## src/rtl/key_debounce_pkg.sv

```systemverilog
// -----------------------------------------------------------------------------
// key_debounce_pkg
// Shared definitions for the key debouncer:
//   - state_e : 2-bit FSM state encoding. Gray-ordered around the cycle
//               IDLE -> PRESS_WAIT -> PRESSED -> RELEASE_WAIT -> IDLE, so
//               every transition flips exactly one bit. As a result,
//               bit[1] is the debounced level and bit[1]^bit[0] is "busy".
//   - clog2   : ceiling log2, used to size the stability counter.
// No ports (package).
// -----------------------------------------------------------------------------
package key_debounce_pkg;

    typedef enum logic [1:0] {
        ST_IDLE         = 2'b00,
        ST_PRESS_WAIT   = 2'b01,
        ST_PRESSED      = 2'b11,
        ST_RELEASE_WAIT = 2'b10
    } state_e;

    // Number of bits needed to hold the values 0 .. value-1.
    function automatic int clog2(input int unsigned value);
        int          result;
        int unsigned v;
        result = 0;
        v      = value - 1;
        while (v > 0) begin
            result = result + 1;
            v      = v >> 1;
        end
        return result;
    endfunction

endpackage

```

## src/rtl/key_debounce_sync_2ff.sv

```systemverilog
// -----------------------------------------------------------------------------
// sync_2ff
// Two-flop synchroniser for a single asynchronous input bit.
// While reset is asserted, both flops hold RESET_VAL so that the
// downstream logic sees a known, idle level the moment reset is released.
// Ports:
//   clk    : destination clock
//   rst_n  : asynchronous active-low reset
//   d_i    : asynchronous input
//   q_o    : synchronised output (second flop)
// -----------------------------------------------------------------------------
module sync_2ff #(
    parameter logic RESET_VAL = 1'b0
) (
    input  logic clk,
    input  logic rst_n,
    input  logic d_i,
    output logic q_o
);

    logic s1_q;
    logic s2_q;

    always_ff @(posedge clk or negedge rst_n) begin
        if (!rst_n) begin
            s1_q <= RESET_VAL;
            s2_q <= RESET_VAL;
        end else begin
            s1_q <= d_i;
            s2_q <= s1_q;
        end
    end

    assign q_o = s2_q;

endmodule

```

## src/rtl/key_debounce.sv

```systemverilog
// -----------------------------------------------------------------------------
// key_debounce
// Debounces one raw mechanical key/switch and delivers a clean, synchronous,
// active-high level. A raw change must be seen on DEBOUNCE_CYCLES consecutive
// synchronised samples before key_level follows it. Any single disagreeing
// sample restarts qualification from zero.
// Parameters:
//   DEBOUNCE_CYCLES : consecutive stable samples required (>= 2)
//   ACTIVE_LOW      : 1 = key reads 0 when pressed (pull-up wiring)
// Ports:
//   clk       : system clock, rising edge
//   rst_n     : asynchronous active-low reset
//   key_in    : raw key pin, asynchronous, may bounce
//   key_level : debounced level, 1 = pressed (registered)
//   busy      : 1 while a candidate transition is being qualified (registered)
// -----------------------------------------------------------------------------
module key_debounce
    import key_debounce_pkg::*;
#(
    parameter int unsigned DEBOUNCE_CYCLES = 1_000_000,
    parameter bit          ACTIVE_LOW      = 1'b1
) (
    input  logic clk,
    input  logic rst_n,
    input  logic key_in,
    output logic key_level,
    output logic busy
);

    localparam int               CNT_W    = clog2(DEBOUNCE_CYCLES + 1);
    localparam logic [CNT_W-1:0] CNT_LAST = CNT_W'(DEBOUNCE_CYCLES - 1);
    localparam logic [CNT_W-1:0] CNT_ONE  = CNT_W'(1);

    logic             key_raw_s;
    logic             key_s;
    state_e           state_q;
    state_e           state_d;
    logic [CNT_W-1:0] cnt_q;
    logic [CNT_W-1:0] cnt_d;
    logic [1:0]       state_bits;

    // Reset value is the released raw level, so a key held through reset
    // is seen as a fresh press afterwards and re-qualified in full.
    sync_2ff #(
        .RESET_VAL (1'(ACTIVE_LOW))
    ) u_sync (
        .clk   (clk),
        .rst_n (rst_n),
        .d_i   (key_in),
        .q_o   (key_raw_s)
    );

    assign key_s = ACTIVE_LOW ? ~key_raw_s : key_raw_s;

    always_ff @(posedge clk or negedge rst_n) begin
        if (!rst_n) begin
            state_q <= ST_IDLE;
            cnt_q   <= '0;
        end else begin
            state_q <= state_d;
            cnt_q   <= cnt_d;
        end
    end

    // cnt counts consecutive samples agreeing with the candidate level.
    // Entering a WAIT state already counts the first sample (cnt=1), so the
    // transition fires on the DEBOUNCE_CYCLES-th sample while cnt holds
    // DEBOUNCE_CYCLES-1; the counter therefore never exceeds its range.
    always_comb begin
        state_d = state_q;
        cnt_d   = cnt_q;
        case (state_q)
            ST_IDLE: begin
                if (key_s) begin
                    state_d = ST_PRESS_WAIT;
                    cnt_d   = CNT_ONE;
                end else begin
                    cnt_d   = '0;
                end
            end
            ST_PRESS_WAIT: begin
                if (!key_s) begin
                    state_d = ST_IDLE;
                    cnt_d   = '0;
                end else if (cnt_q == CNT_LAST) begin
                    state_d = ST_PRESSED;
                    cnt_d   = '0;
                end else begin
                    cnt_d   = cnt_q + CNT_ONE;
                end
            end
            ST_PRESSED: begin
                if (!key_s) begin
                    state_d = ST_RELEASE_WAIT;
                    cnt_d   = CNT_ONE;
                end else begin
                    cnt_d   = '0;
                end
            end
            ST_RELEASE_WAIT: begin
                if (key_s) begin
                    state_d = ST_PRESSED;
                    cnt_d   = '0;
                end else if (cnt_q == CNT_LAST) begin
                    state_d = ST_IDLE;
                    cnt_d   = '0;
                end else begin
                    cnt_d   = cnt_q + CNT_ONE;
                end
            end
            default: begin
                state_d = ST_IDLE;
                cnt_d   = '0;
            end
        endcase
    end

    // Outputs decode straight from the state register (Gray encoding):
    // bit[1] = level, the WAIT states are the ones whose bits differ.
    assign state_bits = state_q;
    assign key_level  = state_bits[1];
    assign busy       = state_bits[1] ^ state_bits[0];

endmodule
```

## config.mk

```make
export PLATFORM = sky130hd
export DESIGN_NAME = key_debounce
export DESIGN_NICKNAME = d
export VERILOG_FILES = /design/src/rtl/key_debounce_pkg.sv /design/src/rtl/key_debounce_sync_2ff.sv /design/src/rtl/key_debounce.sv
export SDC_FILE = /design/constraint.sdc
export NUM_CORES = 1
export LEC_CHECK = 0
export BUFFER_PORTS_ARGS = -buffer_cell sky130_fd_sc_hd__buf_2
export CAP_MARGIN = 25
export CORE_ASPECT_RATIO = 1.1
export CORE_UTILIZATION = 50
export DETAILED_ROUTE_END_ITERATION = 8
export PLACE_DENSITY = 0.67
export SLEW_MARGIN = 20
export SYNTH_ARGS = -nofsm -noshare
export SYNTH_HDL_FRONTEND = slang
export SYNTH_SLANG_ARGS = --single-unit
```

## constraint.sdc

```tcl
create_clock -name clk -period 2.8 [get_ports clk]
set_input_delay 0.14 -clock clk [delete_from_list [all_inputs] [get_ports clk]]
set_output_delay 0.14 -clock clk [all_outputs]
set_load 0.02 [all_outputs]
```

==> impl_metrics.toml <==
[grt]
track_usage_pct = 19.4
grt_pass1_wl_um = 4170
grt_max_degree = 25
antenna_found_initial = 0
grt_pass1_vias = 956
overflow = 0

[route]
drt_iter0_drc = 26
first_pass_iters = 4
wirelength_um = 2360
vias_per_cell = 5.66
ant_nets = 0
drc = 0
wl_per_cell_um = 13.7
vias = 980

[sta]
fin_crit_ps = 2240
setup-tns-final_ps = 0
worst_pin_slew_ps = 550
setup_ws_ps = 558
fin_worst_skew_ps = 7.15
hold_slack_ps = 339
setup_viol = 0
fmax_mhz = 446
grt_setup_unrepaired = "false"
period_share_pct = 80.1
slew_headroom_pct = 63.0
slew_viol_final = 0
finalHoldViolCount = 0

[floorplan]
num_io_pins = 5
die_area_sq_um = 2860
die_w_um = 51.1
start_util_pct = 53.0
core_area_sq_um = 2500
fp-row-count = 19
die_h_um = 56.0

[yosys]
synth_largest_area_cell = "dfrtp_1"
synth_async_sr_flop_share_pct = 100
netlist_top_cells_count = "dfrtp_1, nor2_1, xnor2_1, inv_1, nand2_1"
synth.avg_cell_area_sq_um = 9.81
yosys.area_share.xor_xnor_pct = 9.26
synth_top_family_by_area = "simple AND/OR/NAND/NOR gates"
synth_edf_count = 0
synth_mux_area_share_pct = 1.51
ys_warn_count = 0
syn_nets = 143
synthTopCellsByArea = "dfrtp_1, xnor2_1, nor2_1"
netlist-cell-type-count = 37
synthFlopType = "dfrtp_1"
netlist_area_sq_um = 1320
synth_compound_area_share_pct = 10.1
yosysSeqAreaShare_pct = 45.6
synth_fa_ha_area_share_pct = 4.73
synthCells = 135
synth_simple_gate_area_share_pct = 25.8
ys_ff_latch = 24
synth_top_area_share_pct = 41.6

[clock_tree]
clock_tree.buffer_depth = 2
cts_tree = "yes"
cts_setup_buffers = 0
clock-sinks = 24
cts_root_buf = "clkbuf_4"
clock_latency_ps = 300
cts.reportedPaths.clkPinSlew_ps = 130
cts_max_level = 1
numCtsBuffers = 3

[power]
p_leak_uw = 0.000577
powerDensity_nw_per_um2 = 616
ir_drop_uv = 453

[worst_setup_path]
worstPathRequired_ps = 2970
r2r_end = "cnt_q[13]$_DFF_PN0_"
cp_max_fo = 18
startpoint = "cnt_q[0]$_DFF_PN0_"
rr_worst_depth = 5
endpoint = "cnt_q[13]$_DFF_PN0_"
critPathSlowestCell = "or4_4"
start_kind = "flip-flop"
max_stage_delay_ps = 640
path_class = "flip-flop to flip-flop"
crit_arrival_ps = 2420
reg2reg_from = "cnt_q[0]$_DFF_PN0_"
r2r_setup_slack_ps = 560
path_cells = "ha_1 > nand4_1 > or4_4 > o21ai_4 > nor2_1"
end_kind = "flip-flop"

[flow_run]
cap_violations = 0

[placement]
finalWeightedCongestion = 0.778
io_buffer_count = 4
hpwl_um = 1680
preCtsSetupSlack_ps = 572

[outcome]
status = "complete, no violations"

[final_layout]
layout-drive-gt1-share_pct = 12.0
fillers = 223
n_antenna_cell = 0
area_growth_pct = 6.90
fin_nets = 151

[hold_path]
min_path_type = "primary input to async pin"
-- worst min-delay path by stage --
stage,start,to,slack (ps),cells past startpoint
after floorplan,rst_n,cnt_q[0]$_DFF_PN0_,-160,0
after global placement,rst_n,state_bits[1]$_DFFE_PN0P_,140,1
after detailed placement,rst_n,state_bits[1]$_DFFE_PN0P_,150,1
after CTS,rst_n,state_bits[1]$_DFFE_PN0P_,350,2
after global routing,rst_n,state_bits[1]$_DFFE_PN0P_,370,2
final,rst_n,cnt_q[15]$_DFF_PN0_,340,2
-- sequential cells by signal (all words and copies together), names as in the netlist --
name and flops:
u_sync.s1_q 1, cnt_q 20, u_sync.q_o 1, state_bits 2
-- where the power goes --
| part | internal, uW | switching (uW) |
|---|---|---|
| Combinational | 124 | 194 |
| Sequential | 376 | 28.7 |
| Clock | 55.3 | 94.7 |
| Total | 555 | 317 |
-- kinds of logic (layout without fill, tap and decap cells) --
group	count (synthesis)	in the layout
adder cells (fa/ha/maj)	5	5
buffers and inverters	10	17
AO/OA/AOI/OAI	18	18
XOR/XNOR	14	14
flip-flops	24	24
multiplexers	2	2
AND/OR/NAND/NOR	62	62
-- cell usage in the layout, fill, tap and decap left out, types with 3 or more instances in the layout --
master / Yosys / routed
inv_1: 7 / 7
dfrtp_1: 22 / 22
a21oi_1: 4 / 4
nor3_1: 4 / 4
nor2_1: 22 / 22
clkbuf_4: 0 / 3
o211ai_1: 3 / 3
nand2_1: 7 / 7
buf_2: 2 / 4
or3_1: 4 / 4
nand3_1: 6 / 6
xnor2_1: 12 / 12
nor4_1: 5 / 5
ha_1: 5 / 5
nand4_1: 3 / 3
-- layer usage --
| layer | global-route usage [%] | wire, um |
|---|---|---|
| met4 | 6.35 | 44 |
| met1 | 26.5 | 1140 |
| met3 | 3.28 | 60 |
| met5 | 0 | 0 |
| met2 | 31.0 | 1120 |
-- timing repair --
action                                  CTS  global route
hold endpoints to repair                 23             0
endpoints found under the setup margin    0             0
resized for setup                         0             0
hold buffers                              2             0
-- worst max-delay path, delay by kind of cell (launching register included) --
kind | cells | cell delay (ps)
and+or+nand+nor | 3 | 1050
adders and majority gates | 1 | 220
DFF | 1 | 400
AOI/OAI and AO/OA | 1 | 450
-- through the flow --
stage	utilization [%]	power (uW)	std cells	instance area, sq um
after floorplan	-	657	135	1320
after global placement	54.8	719	167	1370
after detailed placement	54.8	725	167	1370
after CTS	56.7	879	173	1420
after global routing	56.7	940	173	1420
final	56.7	872	173	1420
-- final cells by class --
type | instances | area, sq um | share of cell area, %
inverter | 7 | 26.3 | 1.86
clock buffer | 4 | 26.3 | 1.86
sequential | 24 | 603 | 42.6
timing repair buffer | 6 | 40.0 | 2.83
tap | 31 | 38.8 | 2.74
multi-input combinational | 101 | 681 | 48.1
(Power assumes the default switching activity.)
